==> src/rtl/gb_host_pkg.sv <==
// Shared constants and FSM state encoding for the ghostbus host bridge.
package gb_host_pkg;

  localparam logic [7:0] CMD_WR  = 8'h00;
  localparam logic [7:0] CMD_RD  = 8'h80;
  localparam logic [7:0] RSP_ACK = 8'h00;
  localparam logic [7:0] RSP_ERR = 8'hEE;

  typedef enum logic [2:0] {
    S_IDLE  = 3'd0,
    S_ADDR  = 3'd1,
    S_DATA  = 3'd2,
    S_WRITE = 3'd3,
    S_READ  = 3'd4,
    S_WAIT  = 3'd5,
    S_RESP  = 3'd6
  } gb_state_e;

endpackage

==> src/rtl/gb_byte_ser.sv <==
// Response serializer: loads a DW-wide word plus a byte count and emits the
// bytes MSB-first on a valid/ready handshake.
module gb_byte_ser #(
  parameter int DW = 32,
  parameter int CW = $clog2(DW / 8 + 1)
) (
  input  logic          clk,
  input  logic          rst,
  input  logic          i_load,
  input  logic [DW-1:0] i_word,
  input  logic [CW-1:0] i_nbytes,
  input  logic          i_ready,
  output logic [7:0]    o_data,
  output logic          o_valid,
  output logic          o_last
);

  logic [DW-1:0] r_word;
  logic [CW-1:0] r_cnt;

  // Word/count registers: load, or shift out one byte per accepted handshake.
  always_ff @(posedge clk) begin
    if (rst) begin
      r_word <= '0;
      r_cnt  <= '0;
    end else if (i_load) begin
      r_word <= i_word;
      r_cnt  <= i_nbytes;
    end else if (o_valid && i_ready) begin
      r_word <= r_word << 4'd8;
      r_cnt  <= r_cnt - CW'(1);
    end
  end

  assign o_valid = (r_cnt != '0);
  assign o_data  = r_word[DW-1 -: 8];
  assign o_last  = o_valid & i_ready & (r_cnt == CW'(1));

endmodule

==> src/rtl/gb_host_bridge.sv <==
// Host-side ghostbus initiator: byte-stream command packets in, single
// write/read bus transactions out, byte-stream responses back.
module gb_host_bridge
  import gb_host_pkg::*;
#(
  parameter int AW      = 24,
  parameter int DW      = 32,
  parameter int RD      = 8,
  parameter int TIMEOUT = 1024
) (
  input  logic          clk,
  input  logic          rst,
  input  logic [7:0]    rx_data,
  input  logic          rx_valid,
  output logic          rx_ready,
  output logic [7:0]    tx_data,
  output logic          tx_valid,
  input  logic          tx_ready,
  output logic          gb_clk,
  output logic [AW-1:0] gb_addr,
  output logic [DW-1:0] gb_wdata,
  output logic          gb_wen,
  output logic          gb_rstb,
  input  logic [DW-1:0] gb_rdata
);

  localparam int NA   = AW / 8;
  localparam int ND   = DW / 8;
  localparam int NMAX = (NA > ND) ? NA : ND;
  localparam int BCW  = $clog2(NMAX + 1);
  localparam int SCW  = $clog2(ND + 1);
  localparam int RCW  = $clog2(RD + 1);
  localparam int TCW  = (TIMEOUT > 0) ? $clog2(TIMEOUT + 1) : 1;
  localparam logic [TCW-1:0] TO_LAST = (TIMEOUT > 0) ? TCW'(TIMEOUT - 1) : '0;
  localparam logic [DW-1:0]  W_ERR   = {RSP_ERR, {(DW - 8){1'b0}}};
  localparam logic [DW-1:0]  W_ACK   = {RSP_ACK, {(DW - 8){1'b0}}};

  gb_state_e       r_state, w_state_nxt;
  logic            r_rx_ready, r_wen, r_rstb, r_is_wr;
  logic [BCW-1:0]  r_byte_cnt;
  logic [TCW-1:0]  r_to_cnt;
  logic [RCW-1:0]  r_rd_cnt;
  logic [AW-1:0]   r_addr_sh, r_gb_addr, w_addr_full;
  logic [DW-1:0]   r_data_sh, r_gb_wdata, w_data_full;
  logic            w_rx_acc, w_to_hit, w_addr_last, w_data_last;
  logic            w_ser_load, w_ser_last;
  logic [DW-1:0]   w_ser_word;
  logic [SCW-1:0]  w_ser_n;

  assign w_rx_acc    = rx_valid & r_rx_ready;
  assign w_addr_full = (r_addr_sh << 4'd8) | AW'(rx_data);
  assign w_data_full = (r_data_sh << 4'd8) | DW'(rx_data);
  assign w_addr_last = (r_byte_cnt == BCW'(NA - 1));
  assign w_data_last = (r_byte_cnt == BCW'(ND - 1));
  assign w_to_hit    = (TIMEOUT > 0) && !w_rx_acc && (r_to_cnt == TO_LAST);

  // Next-state and serializer-load decode.
  always_comb begin
    w_state_nxt = r_state;
    w_ser_load  = 1'b0;
    w_ser_word  = '0;
    w_ser_n     = '0;
    case (r_state)
      S_IDLE: begin
        if (w_rx_acc) begin
          if ((rx_data == CMD_WR) || (rx_data == CMD_RD)) begin
            w_state_nxt = S_ADDR;
          end else begin
            w_state_nxt = S_RESP;
            w_ser_load  = 1'b1;
            w_ser_word  = W_ERR;
            w_ser_n     = SCW'(1);
          end
        end else begin
          w_state_nxt = S_IDLE;
        end
      end
      S_ADDR: begin
        if (w_rx_acc) begin
          if (w_addr_last) begin
            w_state_nxt = r_is_wr ? S_DATA : S_READ;
          end else begin
            w_state_nxt = S_ADDR;
          end
        end else if (w_to_hit) begin
          w_state_nxt = S_RESP;
          w_ser_load  = 1'b1;
          w_ser_word  = W_ERR;
          w_ser_n     = SCW'(1);
        end else begin
          w_state_nxt = S_ADDR;
        end
      end
      S_DATA: begin
        if (w_rx_acc) begin
          w_state_nxt = w_data_last ? S_WRITE : S_DATA;
        end else if (w_to_hit) begin
          w_state_nxt = S_RESP;
          w_ser_load  = 1'b1;
          w_ser_word  = W_ERR;
          w_ser_n     = SCW'(1);
        end else begin
          w_state_nxt = S_DATA;
        end
      end
      S_WRITE: begin
        w_state_nxt = S_RESP;
        w_ser_load  = 1'b1;
        w_ser_word  = W_ACK;
        w_ser_n     = SCW'(1);
      end
      S_READ: begin
        w_state_nxt = S_WAIT;
      end
      S_WAIT: begin
        // r_rd_cnt tracks how many cycles have elapsed since the rstb cycle.
        if (r_rd_cnt == RCW'(RD)) begin
          w_state_nxt = S_RESP;
          w_ser_load  = 1'b1;
          w_ser_word  = gb_rdata;
          w_ser_n     = SCW'(ND);
        end else begin
          w_state_nxt = S_WAIT;
        end
      end
      S_RESP: begin
        if (w_ser_last) begin
          w_state_nxt = S_IDLE;
        end else begin
          w_state_nxt = S_RESP;
        end
      end
      default: begin
        w_state_nxt = S_IDLE;
      end
    endcase
  end

  // State register, packet shift-in, counters and registered bus outputs.
  always_ff @(posedge clk) begin
    if (rst) begin
      r_state    <= S_IDLE;
      r_rx_ready <= 1'b0;
      r_wen      <= 1'b0;
      r_rstb     <= 1'b0;
      r_is_wr    <= 1'b0;
      r_byte_cnt <= '0;
      r_to_cnt   <= '0;
      r_rd_cnt   <= '0;
      r_addr_sh  <= '0;
      r_data_sh  <= '0;
      r_gb_addr  <= '0;
      r_gb_wdata <= '0;
    end else begin
      r_state    <= w_state_nxt;
      r_rx_ready <= (w_state_nxt == S_IDLE) || (w_state_nxt == S_ADDR) ||
                    (w_state_nxt == S_DATA);
      r_wen      <= (w_state_nxt == S_WRITE);
      r_rstb     <= (w_state_nxt == S_READ);

      if (w_rx_acc && (r_state == S_IDLE)) begin
        r_is_wr    <= (rx_data == CMD_WR);
        r_byte_cnt <= '0;
      end else if (w_rx_acc && (r_state == S_ADDR)) begin
        r_addr_sh  <= w_addr_full;
        r_byte_cnt <= w_addr_last ? '0 : r_byte_cnt + BCW'(1);
      end else if (w_rx_acc && (r_state == S_DATA)) begin
        r_data_sh  <= w_data_full;
        r_byte_cnt <= w_data_last ? '0 : r_byte_cnt + BCW'(1);
      end

      // Bus address/data only move when a strobe is launched.
      if ((r_state == S_ADDR) && (w_state_nxt == S_READ)) begin
        r_gb_addr <= w_addr_full;
      end else if ((r_state == S_DATA) && (w_state_nxt == S_WRITE)) begin
        r_gb_addr  <= r_addr_sh;
        r_gb_wdata <= w_data_full;
      end

      if ((TIMEOUT > 0) && !w_rx_acc &&
          ((r_state == S_ADDR) || (r_state == S_DATA))) begin
        r_to_cnt <= r_to_cnt + TCW'(1);
      end else begin
        r_to_cnt <= '0;
      end

      if (r_state == S_READ) begin
        r_rd_cnt <= RCW'(1);
      end else if ((r_state == S_WAIT) && (r_rd_cnt != RCW'(RD))) begin
        r_rd_cnt <= r_rd_cnt + RCW'(1);
      end else begin
        r_rd_cnt <= '0;
      end
    end
  end

  gb_byte_ser #(.DW(DW), .CW(SCW)) u_ser (
    .clk      (clk),
    .rst      (rst),
    .i_load   (w_ser_load),
    .i_word   (w_ser_word),
    .i_nbytes (w_ser_n),
    .i_ready  (tx_ready),
    .o_data   (tx_data),
    .o_valid  (tx_valid),
    .o_last   (w_ser_last)
  );

  assign rx_ready = r_rx_ready;
  assign gb_clk   = clk;
  assign gb_addr  = r_gb_addr;
  assign gb_wdata = r_gb_wdata;
  assign gb_wen   = r_wen;
  assign gb_rstb  = r_rstb;

endmodule
==> config.mk <==
export PLATFORM = sky130hd
export DESIGN_NAME = gb_host_bridge
export DESIGN_NICKNAME = d
export VERILOG_FILES = /design/src/rtl/gb_host_pkg.sv /design/src/rtl/gb_byte_ser.sv /design/src/rtl/gb_host_bridge.sv
export SDC_FILE = /design/constraint.sdc
export NUM_CORES = 1
export LEC_CHECK = 0
export CAP_MARGIN = 20
export CORE_MARGIN = 5
export CORE_UTILIZATION = 48
export DETAILED_ROUTE_END_ITERATION = 6
export PLACE_DENSITY = 0.84
export SYNTH_ARGS = -nofsm -noshare
export SYNTH_HDL_FRONTEND = slang
export SYNTH_SLANG_ARGS = --single-unit
==> constraint.sdc <==
create_clock -name clk -period 2.3 [get_ports clk]
set_input_delay 0.575 -clock clk [delete_from_list [all_inputs] [get_ports clk]]
set_output_delay 0.575 -clock clk [all_outputs]
set_load 0.05 [all_outputs]
=== Yosys cells after proc, flatten, opt, wreduce, memory -nomap -nowiden ===
Cells that the tools add are included.

* Word-level logic and storage cells: 116
* Output and inout bits: 69
* Input bits: 44
* Register bits after elaboration: 164

* Add/sub/neg operators: 4
* Reduce and logical (&&, ||, !) cells: 28
* Equal/unequal tests: 17
* Bitwise operators: 10
* Muxes and demuxes: 42

{| class="wikitable"
|+ Operators with widths
! kind !! count
|-
| $mux 32 || 7
|-
| $pmux 32 s3 || 1
|-
| $mux 24 || 2
|-
| $mux 3 || 16
|-
| $or 32x8->32 || 1
|-
| $or 24x8->24 || 1
|-
| $pmux 3 s7 || 1
|-
| $eq 3x2->1 const B || 6
|-
| $eq 3x3->1 const B || 4
|-
| $mux 1 || 12
|-
| $pmux 3 s4 || 1
|-
| $add 11x1->11 const B || 1
|-
| $eq 11x10->1 const B || 1
|-
| $eq 3x1->1 const B || 3
|-
| $logic_and 1x1->1 || 9
|-
| $eq 8x8->1 const B || 1
|-
| $logic_not 8->1 || 1
|-
| $logic_not 3->1 || 2
|-
| $reduce_bool 2->1 || 3
|-
| $reduce_or 2->1 || 3
|-
| $not 1->1 || 5
|-
| $add 4x1->4 const B || 1
|-
| $eq 4x4->1 const B || 1
|-
| $logic_or 1x1->1 || 4
|-
| 11 further kinds || 14
|}

=== Longest topological paths before layout ===
Gate-level depths: netlist of run 1.

* Depth in word-level cells: 10
* Depth in mapped cells: 10
* Mapped depth without buffers: 8

=== By module ===
A second synthesis of run 1 with hierarchy kept.

* Cell total of the unflattened synthesis: 887
* Area total of the unflattened synthesis: 7543.5 µm²

{| class="wikitable"
|+ By module, submodules not included
! module !! area an instance (µm²) !! cells an instance !! times used !! sequential area each (µm²)
|-
| gb_host_bridge || 5614.1 || 678 || 1 || 2582.5
|-
| gb_byte_ser || 1929.4 || 209 || 1 || 700.7
|}

==> results of run 1 <==
report_power, final:
| part | leakage (µW) | switching, µW | internal [µW] |
|---|---|---|---|
| combinational | 0.00216 | 826 | 662 |
| sequential | 0.00133 | 110 | 2990 |
| clock | 0.000335 | 1250 | 1930 |
layout make-up:
type	count	area (µm²)	share of cell area, %
sequential	164	3290	36.1
multi-input combinational	538	3070	33.8
timing repair buffer	170	1780	19.5
clock buffer	25	551	6.05
tap	180	225	2.48
clock inverter	11	128	1.40
inverter	14	52.6	0.578
cell usage after synthesis, types with 4 or more instances:
master / count / area (µm²)
nor2_1: 72 / 270
nand2_1: 172 / 646
nand3_1: 6 / 30.0
xnor2_1: 7 / 61.3
dfxtp_1: 164 / 3280
a2bb2oi_1: 20 / 175
nand2b_1: 4 / 25.0
a2bb2oi_2: 4 / 60.1
nor3_1: 25 / 125
ha_1: 10 / 125
a21oi_1: 95 / 475
o21ai_0: 8 / 40.0
clkbuf_1: 42 / 158
o2bb2ai_1: 24 / 210
mux2i_1: 6 / 60.1
buf_1: 8 / 30.0
inv_1: 14 / 52.6
and2_1: 6 / 37.5
a22oi_1: 32 / 240
buf_6: 5 / 56.3
buf_4: 9 / 67.6
stage by stage:
| step | hold slack, ns | TNS [ns] | util [%] |
|---|---|---|---|
| after floorplan | 0.430 | 0 | - |
| after global placement | 0.440 | -26.88 | 59.1 |
| after detailed placement | 0.446 | -30.33 | 59.1 |
| after CTS | 0.419 | 0 | 64.2 |
| after global routing | 0.452 | -0.117 | 66.3 |
| final | 0.439 | 0 | 66.3 |
cell families after synthesis:
kind of cell,synth area share (%)
AND/OR/NAND/NOR,20.0
AO/OA/AOI/OAI,20.8
buffers and inverters,5.57
adder cells (fa/ha/maj),1.89
flip-flops,49.5
multiplexers,0.906
XOR/XNOR,1.32
how the worst min path moves through the flow:
stage                     slack [ns]                        from                        end
after global routing            0.45                         rst       r_is_wr$_SDFFE_PP0P_
after global placement          0.44  r_data_sh[23]$_SDFFE_PP0P_  gb_wdata[31]$_SDFFE_PP0P_
after detailed placement        0.45    gb_wdata[7]$_SDFFE_PP0P_   gb_wdata[7]$_SDFFE_PP0P_
final                           0.44                         rst       r_is_wr$_SDFFE_PP0P_
after floorplan                 0.43      r_to_cnt[0]$_SDFF_PP0_     r_to_cnt[0]$_SDFF_PP0_
after CTS                       0.42                         rst       r_is_wr$_SDFFE_PP0P_
per-layer routing:
metal / track usage (%) / vias up / routed length [µm] / share of wire (%)
met4: 7.32 / 0 / 423 / 2.4
li1: - / 2935 / - / -
met1: 27.4 / 2880 / 7400 / 42
met2: 32.6 / 264 / 8500 / 48
met3: 6.73 / 43 / 1420 / 8.0
met5: 0 / - / 0 / 0
what timing repair did:
action / in CTS / in global routing
buffers inserted: 1 / 4
pin swaps: 2 / 13
gates cloned: 1 / 5
gates resized for setup: 12 / 48
hold buffers: 0 / 0
setup endpoints to repair: 33 / 90
sequential cells by signal, summed over array words and instances (netlist names), 3 cells and up:
| name | count |
|---|---|
| r_byte_cnt | 3 |
| r_addr_sh | 24 |
| u_ser.r_word | 32 |
| u_ser.r_cnt | 3 |
| r_state | 3 |
| r_to_cnt | 11 |
| r_data_sh | 24 |
| r_rd_cnt | 4 |
| gb_wdata | 32 |
| gb_addr | 24 |
==> flow_metrics.tcl, run 1 <==
set metrics [dict create \
    row_count 43 \
    dp_hpwl_mm 11.1 \
    via_count 6122 \
    hold_class "input port to flip-flop" \
    cp.depth 1 \
    crit_end "gb_wdata[18]" \
    drc 0 \
    synth_ff_type "dfxtp_1" \
    start_util_pct 48.3 \
    io_pins 113 \
    worstPathCellList "clkdlybuf4s50_1" \
    synth_fp_nets 833 \
    leakage_uw 0.00382 \
    fin_nets 963 \
    slew_violations 0 \
    yosys_warnings 0 \
    worst_slew_pin_slew_ns 0.562 \
    crit_type "flip-flop to primary output" \
    grt_overflow 0 \
    finalHoldViolations 0 \
    dpl_cell_area_mm2 0.00811 \
    worstSetupEndpointType "primary output" \
    synth_enable_flop_cells 0 \
    rr_startpoint "r_to_cnt[10]$_SDFF_PP0_" \
    synth.yosys.seq_area_share_pct 49.5 \
    crit_path_top_delay_cell "clkdlybuf4s50_1" \
    reg2reg_slack_ns 0.12 \
    final_cell_area_mm2 0.00909 \
    cpPeakStageDelay_ns 0.81 \
    placed_cells 1056 \
    setup_viol 0 \
    synth-async-reset-ratio_pct 0 \
    cap_violations 0 \
    mostFrequentLayoutCell "nand2_1" \
    fmax_mhz 443 \
    syn_avg_cell_area_um2 8.51 \
    clock-skew-final_ns 0.00898 \
    hold_path_depth 2 \
    cp.arrival_ns 1.68 \
    clk_pin_slew_worst_paths_ns 0.06 \
    drt_first_iter_violations 588 \
    drive_above_1_share_pct 14.0 \
    fill_cells 1024 \
    post-place-ws_ns -0.595 \
    layout_common_cells "nand2_1, dfxtp_1, a21oi_1" \
    power_uw 7770 \
    grt_usage_pct 20.9 \
    die_w_um 128 \
    path_buf_inv 1 \
    cts_tree "done" \
    die-area_mm2 0.0163 \
    grt_first_pass_wirelength_mm 27.7 \
    critPathMaxFanout 2 \
    die_h_um 128 \
    wl_per_cell_um 16.1 \
    ff2ff_path_depth 8 \
    worstSetupStartpoint "gb_wdata[18]$_SDFFE_PP0P_" \
    first_pass_iters 5 \
    final_cells 1102 \
    port_buffers 112 \
    grt_pass1_vias 5664 \
    fin_ws_ns 0.0426 \
    period_needed_ns 2.26 \
    vias_per_cell 5.56 \
    syn_to_final_growth_pct 37.2 \
    required_ns 1.73 \
    clkLatencyLatePin_ns 0.53 \
    ant_nets 0 \
    grt_max_degree 76 \
    run_status "complete, no violations" \
    num_antenna_cells 0 \
    critPathLaunchType "flip-flop" \
    cp_top_family "buffers and inverters" \
    ys_types 55 \
    synth_area_mm2 0.00663 \
    syn_inst 779 \
    relSlewSlack_pct 62.5 \
    fp.coreArea_mm2 0.0137 \
    gp_congestion 0.832 \
    peakVddDrop_uv 757 \
    power_density_mw_per_mm2 855 \
    grt_antenna_before_repair 0 \
    ys_ff_latch 164 \
    r2r_end "u_ser.r_word[19]$_SDFFE_PP0P_" \
    period_share_pct 98.1 \
    drt_wl_total_mm 17.7 \
]
Power figures use the tool's default switching activity.
==> run 2: changes to the inputs <==
- CORE_UTILIZATION: 48 -> 57
- PLACE_DENSITY: 0.84 -> 0.93
- clock period: 2.3 -> 2.65 ns (I/O delays scaled with it)
==> flow_metrics.tcl, run 2 (synthesis results as in run 1) <==
set metrics [dict create \
    run_status "complete, no violations" \
    power_density_mw_per_mm2 753 \
    worstSetupEndpointType "primary output" \
    layout_common_cells "nand2_1, dfxtp_1, clkdlybuf4s50_1" \
    cts_tree "done" \
    final_cells 1038 \
    required_ns 1.99 \
    via_count 6132 \
    placed_cells 1003 \
    io_pins 113 \
    crit_type "clock port to primary output" \
    drive_above_1_share_pct 9.94 \
    critPathLaunchType "clock port" \
    clkLatencyLatePin_ns 0.53 \
    dp_hpwl_mm 11.3 \
    grt_overflow 0 \
    die_w_um 118 \
    gp_congestion 0.860 \
    first_pass_iters 7 \
    syn_to_final_growth_pct 29.6 \
    critPathMostFrequentCell "clkbuf_16" \
    finalHoldViolations 0 \
    worstPathCellList "clkbuf_16, clkbuf_16, clkdlybuf4s15_2" \
    die-area_mm2 0.0139 \
    start_util_pct 58.1 \
    fin_nets 937 \
    port_buffers 112 \
    fmax_mhz 395 \
    grt_max_degree 49 \
    grt_first_pass_wirelength_mm 29.3 \
    drt_wl_total_mm 17.7 \
    clock-skew-final_ns 0.00903 \
    worst_slew_pin_slew_ns 0.624 \
    period_needed_ns 2.56 \
    r2r_end "u_ser.r_word[21]$_SDFFE_PP0P_" \
    die_h_um 118 \
    holdPathEnd "gb_wdata[25]$_SDFFE_PP0P_" \
    grt_usage_pct 25.3 \
    cts_hold_buffers 0 \
    reg2reg_slack_ns 0.12 \
    peakVddDrop_uv 720 \
    ant_nets 0 \
    vias_per_cell 5.91 \
    relSlewSlack_pct 58.4 \
    wl_per_cell_um 17.1 \
    drt_first_iter_violations 744 \
    grt_pass1_vias 5965 \
    cpPeakStageDelay_ns 0.32 \
    cp.arrival_ns 1.90 \
    worstSetupStartpoint "clk" \
    postCtsSetupRepairBufs 0 \
    cap_violations 0 \
    grt_antenna_before_repair 0 \
    leakage_uw 0.00303 \
    power_uw 6470 \
    ff2ff_path_depth 7 \
    hold_class "flip-flop to flip-flop" \
    critPathMaxFanout 2 \
    row_count 39 \
    crit_path_top_delay_cell "clkdlybuf4s15_2" \
    clk_pin_slew_worst_paths_ns 0.07 \
    rr_startpoint "r_to_cnt[0]$_SDFF_PP0_" \
    period_share_pct 96.6 \
    fp.coreArea_mm2 0.0114 \
    hold_path_depth 2 \
    rsz0062_at_grt "false" \
    min_from "r_data_sh[17]$_SDFFE_PP0P_" \
    num_antenna_cells 0 \
    setup_viol 0 \
    slew_violations 0 \
    drc 0 \
    mostFrequentLayoutCell "nand2_1" \
]
==> run 2: cell count changes in the layout (fill, tap and decap cells not counted), moves of 4 or more <==
| cell | change |
|---|---|
| buf_4 | -18 |
| dlymetal6s2s_1 | -32 |
| clkbuf_16 | -4 |
| dlygate4sd2_1 | -7 |
| clkdlybuf4s50_1 | +39 |
==> run 2: per-layer routing <==
| metal | part of all wire, % | up-vias | wire (µm) | GRT usage, % |
|---|---|---|---|---|
| li1 | - | 2872 | - | - |
| met2 | 49 | 308 | 8720 | 41.3 |
| met3 | 8.3 | 64 | 1470 | 6.78 |
| met4 | 3.6 | 0 | 629 | 13.2 |
| met1 | 39 | 2888 | 6880 | 30.4 |
| met5 | 0 | - | 0 | 0 |
==> run 2: metrics by stage <==
stage               hold slack, ns  instance area, µm²  setup slack, ns  TNS (ns)  utilization, %
detailed placement           0.444                7930           -0.326    -13.84            69.4
floorplan                    0.430                6630            0.380         0               -
global placement             0.440                7930           -0.303    -13.00            69.4
finish                       0.455                8590           0.0912         0            75.3
CTS                          0.455                8580           0.0723         0            75.2
global route                 0.471                8590           0.0170         0            75.3
==> run 2: report_power, final <==
group | leakage [µW] | switching (µW) | internal [µW]
registers | 0.00133 | 103 | 2600
logic | 0.00138 | 633 | 455
clock network | 0.000321 | 1070 | 1610
==> run 2: worst max path at each step <==
stage	slack, ns	endpoint
after detailed placement	-0.33	u_ser.r_word[27]$_SDFFE_PP0P_
after CTS	0.07	u_ser.r_word[27]$_SDFFE_PP0P_
after global placement	-0.30	u_ser.r_word[26]$_SDFFE_PP0P_
after global routing	0.02	u_ser.r_word[19]$_SDFFE_PP0P_
after floorplan	0.38	u_ser.r_word[13]$_SDFFE_PP0P_
final	0.09	gb_clk
==> run 2: final cells by class <==
| cell class | count | area, µm² |
|---|---|---|
| Sequential cell | 164 | 3280 |
| Multi-Input combinational cell | 537 | 2990 |
| Fill cell | 712 | 2830 |
| Timing Repair Buffer | 145 | 1420 |
| Clock buffer | 26 | 571 |
| Tap cell | 143 | 179 |
| Clock inverter | 9 | 93.8 |
| Inverter | 14 | 52.6 |
==> run 2: critical path: cells and delay by family <==
family | cells | cell delay [ns]
buf+inv | 3 | 0.57
==> run 2: repair_timing <==
item	in CTS	in global routing
gates cloned	0	1
gates resized for setup	3	0
setup endpoints to repair	1	18
pin swaps	0	1
==> run 3: changes to the inputs <==
- GPL_TIMING_DRIVEN: not set -> 0
==> flow_metrics.tcl, run 3 (synthesis results as in run 1) <==
set metrics [dict create \
    run_status "complete, no violations" \
    p_sw_uw 1920 \
    path_buf_inv 1 \
    ant_nets 0 \
    clockPowerShare_pct 43.1 \
    slew_violations 0 \
    setup_viol 0 \
    clk_pin_slew_worst_paths_ns 0.07 \
    hold_class "flip-flop to flip-flop" \
    cp.depth 8 \
    drt_wl_total_mm 19.1 \
    relSlewSlack_pct 56.3 \
    crit_type "flip-flop to flip-flop" \
    via_count 6343 \
    mostFrequentLayoutCell "nand2_1" \
    grt_overflow 0 \
    first_pass_iters 7 \
    clkLatencyLatePin_ns 0.55 \
    layout_common_cells "nand2_1, dfxtp_1, clkdlybuf4s50_1" \
    ff2ff_path_depth 8 \
    cp.arrival_ns 2.97 \
    worstSetupEndpointType "flip-flop" \
    syn_to_final_growth_pct 30.7 \
    period_needed_ns 2.56 \
    highest_layer "met4" \
    port_buffers 111 \
    cpPeakStageDelay_ns 0.64 \
    pwr-share-comb_pct 17.2 \
    critPathMaxFanout 10 \
    row_count 39 \
    cts_hold_buffers 0 \
    cts_tree "done" \
    leakage_uw 0.00303 \
    p_int_uw 4830 \
    die_w_um 118 \
    crit_path_top_delay_cell "or4_4" \
    final_core_util_pct 75.9 \
    worstPathCellList "ha_1, nand3_2, or4_4, o211a_4, o21ai_4, buf_6, a2bb2oi_1, nor3_1" \
    fin_nets 969 \
    grt_max_degree 17 \
    fmax_mhz 391 \
    drc 0 \
    vias_per_cell 5.92 \
    cp_top_family "simple AND/OR/NAND/NOR gates" \
    io_pins 113 \
    die_h_um 118 \
    wl_per_cell_um 17.8 \
    p_seq_share_pct 39.8 \
    cap_violations 0 \
    whs_ns 0.455 \
    hold_path_depth 2 \
    drive_above_1_share_pct 8.41 \
    grt_antenna_before_repair 0 \
    grt_pass1_vias 6191 \
    finalHoldViolations 0 \
    post-place-ws_ns -0.642 \
    final_cells 1071 \
    gp_congestion 0.888 \
    fp.coreArea_mm2 0.0114 \
    clock-skew-final_ns 0.0116 \
    grt_usage_pct 27.1 \
    wl_met2_mm 9.23 \
    die-area_mm2 0.0139 \
    wl_met3_mm 1.75 \
    grt_first_pass_wirelength_mm 31.1 \
    period_share_pct 96.5 \
    met1_length_mm 7.56 \
    fin_ws_ns 0.0923 \
    placed_cells 1033 \
    peakVddDrop_uv 794 \
    drt_first_iter_violations 734 \
    swShare_pct 28.4 \
    critPathLaunchType "flip-flop" \
    num_antenna_cells 0 \
    required_ns 3.07 \
    dp_hpwl_mm 12.6 \
    start_util_pct 58.1 \
    worst_slew_pin_slew_ns 0.656 \
    power_density_mw_per_mm2 780 \
]
run 3: cell count changes in the layout (fill, tap and decap cells not counted), moves of 3 or more:
cell      delta
buf_4       -18
clkbuf_8     -3
clkbuf_2     +5
buf_1        +6
buf_12       -5
buf_6        +5
clkbuf_1    +41
run 3: worst register-to-register path, delay by kind of cell, from the launching register on:
| family | cells | cell delay (ns) |
|---|---|---|
| AOI/OAI and AO/OA | 3 | 0.76 |
| adders and majority gates | 1 | 0.22 |
| buffers and inverters | 1 | 0.19 |
| DFF | 1 | 0.38 |
| and+or+nand+nor | 3 | 0.90 |
run 3: path summary, 6_finish.rpt:
kind / start / end / slack, ns
worst min-delay path: gb_wdata[29]$_SDFFE_PP0P_ / gb_wdata[29]$_SDFFE_PP0P_ / 0.46
worst max-delay path: r_to_cnt[0]$_SDFF_PP0_ / u_ser.r_word[18]$_SDFFE_PP0P_ / 0.09
worst min register to register: gb_wdata[29]$_SDFFE_PP0P_ / gb_wdata[29]$_SDFFE_PP0P_ / 0.46
worst max register to register: r_to_cnt[0]$_SDFF_PP0_ / u_ser.r_word[18]$_SDFFE_PP0P_ / 0.09
run 3: through the flow:
stage                     instance area, µm²  power, µW  TNS [ns]
final                                   8660       6750         0
after global routing                    8660       6990  -0.00535
after CTS                               8610       6720         0
after detailed placement                7920       3950    -40.36
after global placement                  7920       3930    -38.44
after floorplan                         6630       3590         0
run 3: power groups by stage:
stage	combinational, µW	clock [µW]	sequential, µW
after floorplan	730	81.4	2780
after global placement	1100	108	2730
after detailed placement	1110	108	2730
after CTS	1130	2920	2680
after global routing	1250	3050	2690
final	1160	2910	2690
run 3: what timing repair did:
| action | 4_1_cts | 5_1_grt |
|---|---|---|
| pin swaps | 0 | 2 |
| gates cloned | 0 | 0 |
| buffers inserted | 0 | 3 |
| setup endpoints to repair | 30 | 72 |
| resized for setup | 4 | 12 |
run 3: final cells by class:
class	count	area, µm²
well taps	143	179
fillers	732	2760
plain buffers	65	322
multi-input cells	536	3010
inverters	14	52.6
clock inverters	12	171
flip-flops and latches	164	3280
repair buffers	113	1120
clock buffers	24	529
run 3: routing by layer:
metal	track usage, %	up-vias
met2	44.2	371
met3	7.26	55
met5	0	-
li1	-	2940
met4	11.5	0
met1	33.8	2977
